**src/rtl/program_counter.sv**
```systemverilog
// program_counter: registered instruction address with increment or bus load.
// Holds when disabled; flags a single-cycle wrap pulse on increment overflow.
module program_counter #(
    parameter int unsigned      WIDTH       = 16,
    parameter logic [WIDTH-1:0] RESET_VALUE = '0,
    parameter int unsigned      INCREMENT   = 1
) (
    input  logic             clk,
    input  logic             rst,
    input  logic [WIDTH-1:0] bus,
    input  logic             select,
    input  logic             pc_enable,
    output logic [WIDTH-1:0] out,
    output logic             wrap
);

    localparam logic [WIDTH:0] INC_EXT = (WIDTH + 1)'(INCREMENT);

    logic [WIDTH-1:0] out_q;
    logic [WIDTH-1:0] out_d;
    logic             wrap_q;
    logic             wrap_d;
    logic [WIDTH:0]   inc_sum;

    // Next count: enable gates everything, then select picks load vs. step.
    always_comb begin
        out_d   = out_q;
        wrap_d  = 1'b0;
        inc_sum = {1'b0, out_q} + INC_EXT;
        if (pc_enable) begin
            if (select) begin
                out_d = bus;
            end else begin
                out_d  = inc_sum[WIDTH-1:0];
                wrap_d = inc_sum[WIDTH];
            end
        end
    end

    // Counter and wrap flag; rst low clears immediately, ignoring clk.
    always_ff @(posedge clk or negedge rst) begin
        if (!rst) begin
            out_q  <= RESET_VALUE;
            wrap_q <= 1'b0;
        end else begin
            out_q  <= out_d;
            wrap_q <= wrap_d;
        end
    end

    assign out  = out_q;
    assign wrap = wrap_q;

endmodule

```
**config.mk**
```make
export PLATFORM = sky130hd
export DESIGN_NAME = program_counter
export DESIGN_NICKNAME = d
export VERILOG_FILES = /design/src/rtl/program_counter.sv
export SDC_FILE = /design/constraint.sdc
export NUM_CORES = 1
export LEC_CHECK = 0
export BUFFER_PORTS_ARGS = -buffer_cell sky130_fd_sc_hd__buf_2
export CAP_MARGIN = 15
export CORE_MARGIN = 10
export CORE_UTILIZATION = 49
export CTS_CLUSTER_SIZE = 12
export DETAILED_ROUTE_END_ITERATION = 16
export PLACE_DENSITY = 0.77
export RECOVER_POWER = 100
export SLEW_MARGIN = 20
export SYNTH_ARGS = -nofsm -noshare
export SYNTH_HDL_FRONTEND = slang
export SYNTH_SLANG_ARGS = --single-unit
```
**constraint.sdc**
```tcl
create_clock -name clk -period 1.7 [get_ports clk]
set_clock_uncertainty 0.05 [all_clocks]
set_input_delay 0.425 -clock clk [delete_from_list [all_inputs] [get_ports clk]]
set_output_delay 0.425 -clock clk [all_outputs]
set_load 0.05 [all_outputs]
```
==> impl_metrics.prom <==
# TYPE chip_impl_metric gauge
chip_impl_info{name="result_of_the_run",value="complete, no violations"} 1
chip_impl_metric{name="cts-root-to-sink-buffers",unit=""} 2
chip_impl_metric{name="routabilityCongestion",unit=""} 0.810
chip_impl_metric{name="drc",unit=""} 0
chip_impl_metric{name="syn_area_per_cell",unit="um^2"} 8.56
chip_impl_metric{name="io-pin-count",unit=""} 37
chip_impl_metric{name="drtPass1Iterations",unit=""} 4
chip_impl_info{name="critPathCaptureType",value="output pin"} 1
chip_impl_metric{name="clkSlewWorstSetupHoldPaths",unit="ps"} 100
chip_impl_metric{name="place.detailed.instances",unit=""} 192
chip_impl_metric{name="floorplan.core_area",unit="um^2"} 2190
chip_impl_metric{name="worst_pin_slew",unit="ps"} 973
chip_impl_metric{name="synthArstFlopShare",unit="%"} 100
chip_impl_metric{name="cts_max_level",unit=""} 1
chip_impl_metric{name="flow.area_growth_from_synthesis",unit="%"} 24.7
chip_impl_metric{name="max_cap_viol_count",unit=""} 0
chip_impl_metric{name="synth_cells",unit=""} 130
chip_impl_metric{name="globalRouteTotalUtil",unit="%"} 14.1
chip_impl_metric{name="overflow",unit=""} 0
chip_impl_info{name="yosys.cell_count.top_type",value="dfrtp_1"} 1
chip_impl_metric{name="start_util",unit="%"} 50.8
chip_impl_metric{name="post-layout-total-power",unit="uW"} 1360
chip_impl_metric{name="grt_start_max_net_pins",unit=""} 22
chip_impl_metric{name="synth_top_area_share",unit="%"} 38.2
chip_impl_metric{name="critical_path.max_fanout",unit=""} 7
chip_impl_metric{name="route.antenna.remaining_nets",unit=""} 0
chip_impl_info{name="synthTopCellsByCount",value="dfrtp_1, a21oi_1, nand3_1, nor2_1"} 1
chip_impl_metric{name="wl",unit="um"} 3220
chip_impl_metric{name="timing.final.crit_share",unit="%"} 95.2
chip_impl_metric{name="complex_gate_fraction_of_the_synthesized_area",unit="%"} 24.3
chip_impl_metric{name="grt_pass1_wl",unit="um"} 5150
chip_impl_metric{name="postCtsSetupRepairBufs",unit=""} 0
chip_impl_metric{name="floorplan.die_area",unit="um^2"} 4580
chip_impl_info{name="tightest_hold_check_type",value="in2reg"} 1
chip_impl_metric{name="power.static_leakage",unit="uW"} 0.000609
chip_impl_metric{name="final-max-slew-violation-count",unit=""} 0
chip_impl_info{name="yosys-top-cells-area",value="dfrtp_1, a21oi_1, nand3_1, o21ai_0, nor2_1"} 1
chip_impl_metric{name="timing.critical_path.arrival",unit="ps"} 1140
chip_impl_info{name="crit_family",value="buffers and inverters"} 1
chip_impl_info{name="path_class",value="reg2out"} 1
chip_impl_metric{name="layout.nets",unit=""} 191
chip_impl_metric{name="register_area_share_after_synthesis",unit="%"} 38.2
chip_impl_metric{name="netlist-cell-type-count",unit=""} 37
chip_impl_metric{name="setup_viol_count_final",unit=""} 0
chip_impl_metric{name="first_global_vias",unit=""} 1082
chip_impl_metric{name="max-vdd-ir-drop",unit="V"} 0.000663
chip_impl_metric{name="timing.final.crit_period",unit="ps"} 1620
chip_impl_metric{name="critical_path_buf_inv_count",unit=""} 2
chip_impl_metric{name="numClockSinks",unit=""} 17
chip_impl_info{name="clock_tree_from_tritoncts",value="built"} 1
chip_impl_metric{name="comb_power_share",unit="%"} 42.4
chip_impl_metric{name="highest_cell_delay_on_the_worst_timing_path",unit="ps"} 400
chip_impl_metric{name="n_antenna_cell",unit=""} 0
chip_impl_metric{name="clock_power_share",unit="%"} 15.8
chip_impl_metric{name="grt_antenna_before_repair",unit=""} 0
chip_impl_metric{name="setup_total_negative_slack",unit="ps"} 0
chip_impl_metric{name="seq_power_share",unit="%"} 41.8
chip_impl_metric{name="die_y",unit="um"} 67.6
chip_impl_metric{name="synth-simple-area-share",unit="%"} 28.9
chip_impl_metric{name="stdcell_count",unit=""} 197
chip_impl_metric{name="max_freq",unit="MHz"} 618
chip_impl_metric{name="dr.first_iter.drc_count",unit=""} 130
chip_impl_metric{name="number_of_port_buffers",unit=""} 36
chip_impl_info{name="synth_top_family_by_area",value="simple AND/OR/NAND/NOR gates"} 1
chip_impl_metric{name="finalHoldViolCount",unit=""} 0
chip_impl_metric{name="die_w",unit="um"} 67.6
chip_impl_metric{name="synth.cell_area",unit="um^2"} 1110
chip_impl_metric{name="synth.area.mux_share",unit="%"} 1.80
chip_impl_info{name="cp_cell_sequence",value="buf_4 -> clkbuf_2"} 1
chip_impl_metric{name="cellInternalPower",unit="uW"} 718
chip_impl_metric{name="worst_skew_pair.late_latency",unit="ps"} 290
chip_impl_metric{name="count_of_fill_cells_added_during_filler_insertion",unit=""} 196
chip_impl_info{name="crit_slowest_cell",value="dfrtp_1"} 1
chip_impl_metric{name="detailedPlacementHpwl",unit="um"} 2420
chip_impl_metric{name="num_vias",unit=""} 1162
chip_impl_metric{name="yosys.area_share.xor_xnor",unit="%"} 0
chip_impl_metric{name="tightest_slew_margin_relative_to_the_limit",unit="%"} 35.1
chip_impl_metric{name="count_of_flip_flops_with_a_built_in_enable_after_synthesis",unit=""} 0
chip_impl_info{name="rsz_0062_raised_after_global_routing",value="false"} 1
chip_impl_info{name="dominant_cell_type_by_area_after_synthesis",value="dfrtp_1"} 1
chip_impl_metric{name="synth_adder_area_share",unit="%"} 1.12
chip_impl_metric{name="power_per_cell_area",unit="nW/um^2"} 980
chip_impl_metric{name="cts_made_buffers",unit=""} 3
chip_impl_metric{name="route.detailed.wl_per_inst",unit="um"} 16.4
chip_impl_metric{name="vias_per_cell",unit=""} 5.90
chip_impl_metric{name="syn_nets",unit=""} 151
chip_impl_info{name="postSynth.topFlopCell",value="dfrtp_1"} 1
chip_impl_metric{name="synth-seq-cells",unit=""} 17
chip_impl_metric{name="post_route_cells_drive_above_1_share",unit="%"} 32.0
chip_impl_info{name="ctsRootBufferMaster",value="clkbuf_4"} 1
chip_impl_metric{name="switching_pwr",unit="uW"} 641
chip_impl_info{name="cp-start-kind",value="flip-flop"} 1
chip_impl_metric{name="hold_slack",unit="ps"} 334
chip_impl_metric{name="power.switching_fraction",unit="%"} 47.2
chip_impl_metric{name="ys_warn_count",unit=""} 0
chip_impl_metric{name="floorplan.rows",unit=""} 17
chip_impl_metric{name="cp_data_required_time",unit="ps"} 1220
[area by class of cell]
class | instances | area [um^2] | area share, %
multi-input combinational | 98 | 639 | 46.1
clock inverter | 1 | 5.00 | 0.361
timing repair buffer | 44 | 234 | 16.9
inverter | 6 | 22.5 | 1.62
clock buffer | 3 | 22.5 | 1.62
tap | 28 | 35.0 | 2.52
sequential | 17 | 429 | 30.9
[registers in the layout, indices dropped and copies added, names as in the netlist]
register and count:
out 16, wrap 1
[cells by family after synthesis]
kind of cell / count (synthesis)
flops: 17
compound gates: 43
simple gates: 52
buf+inv: 15
fa+ha+maj: 1
mux: 2
[worst paths after layout]
path                          from  endpoint  slack, ps  cells past startpoint
setup / recovery            out[8]    out[8]         80                      2
max in group asynchronous      rst    out[1]        200                      2
min in group asynchronous      rst    out[5]        740                      2
hold reg to reg            out[14]   out[14]        510                      1
hold / removal             bus[11]   out[11]        330                      3
setup reg to reg            out[2]   out[11]        140                      3
[worst reg2reg max path: cells and delay by family (launching register included)]
kind,cells,cell delay (ps)
and+or+nand+nor,2,430
DFF,1,500
AOI/OAI and AO/OA,1,460
[power groups by stage]
| stage | clock, uW | sequential, uW | combinational [uW] |
|---|---|---|---|
| floorplan | 0 | 765 | 205 |
| global placement | 0 | 560 | 564 |
| detailed placement | 0 | 566 | 575 |
| CTS | 220 | 559 | 575 |
| global route | 247 | 578 | 618 |
| finish | 215 | 568 | 577 |
[layout by cell type, fill, tap and decap left out, drive strengths merged, types with 2 or more instances in the layout]
cell type and count:
a22o 2, inv 6, dfrtp 17, clkbuf 24
nand3 13, o21ai 9, and4 3, nand2b 2
nor4 2, a31oi 4, nand2 9, nand4 5
o31ai 3, nor3 2, mux2i 2, o41ai 2
buf 22, o22ai 3, a21oi 13, nor2 12
[stage by stage]
stage	worst slack, ps	instance area [um^2]	utilization (%)
floorplan	14.1	1120	-
global placement	164	1340	61.3
global route	9.81	1390	63.3
CTS	95.1	1370	62.6
finish	82.2	1390	63.3
detailed placement	104	1340	61.3
[metal layers]
layer	GRT usage [%]	wire (um)	vias up
met2	23.4	1550	42
li1	-	-	569
met1	16.3	1280	547
met4	4.62	28	0
met3	5.29	353	4
met5	0	0	-
[what timing repair did]
action,4_1_cts,5_1_grt
hold endpoints to repair,0,10
endpoints found under the setup margin,0,2
hold buffers,0,1
gates resized for setup,0,3
Power figures use the tool's default switching activity.
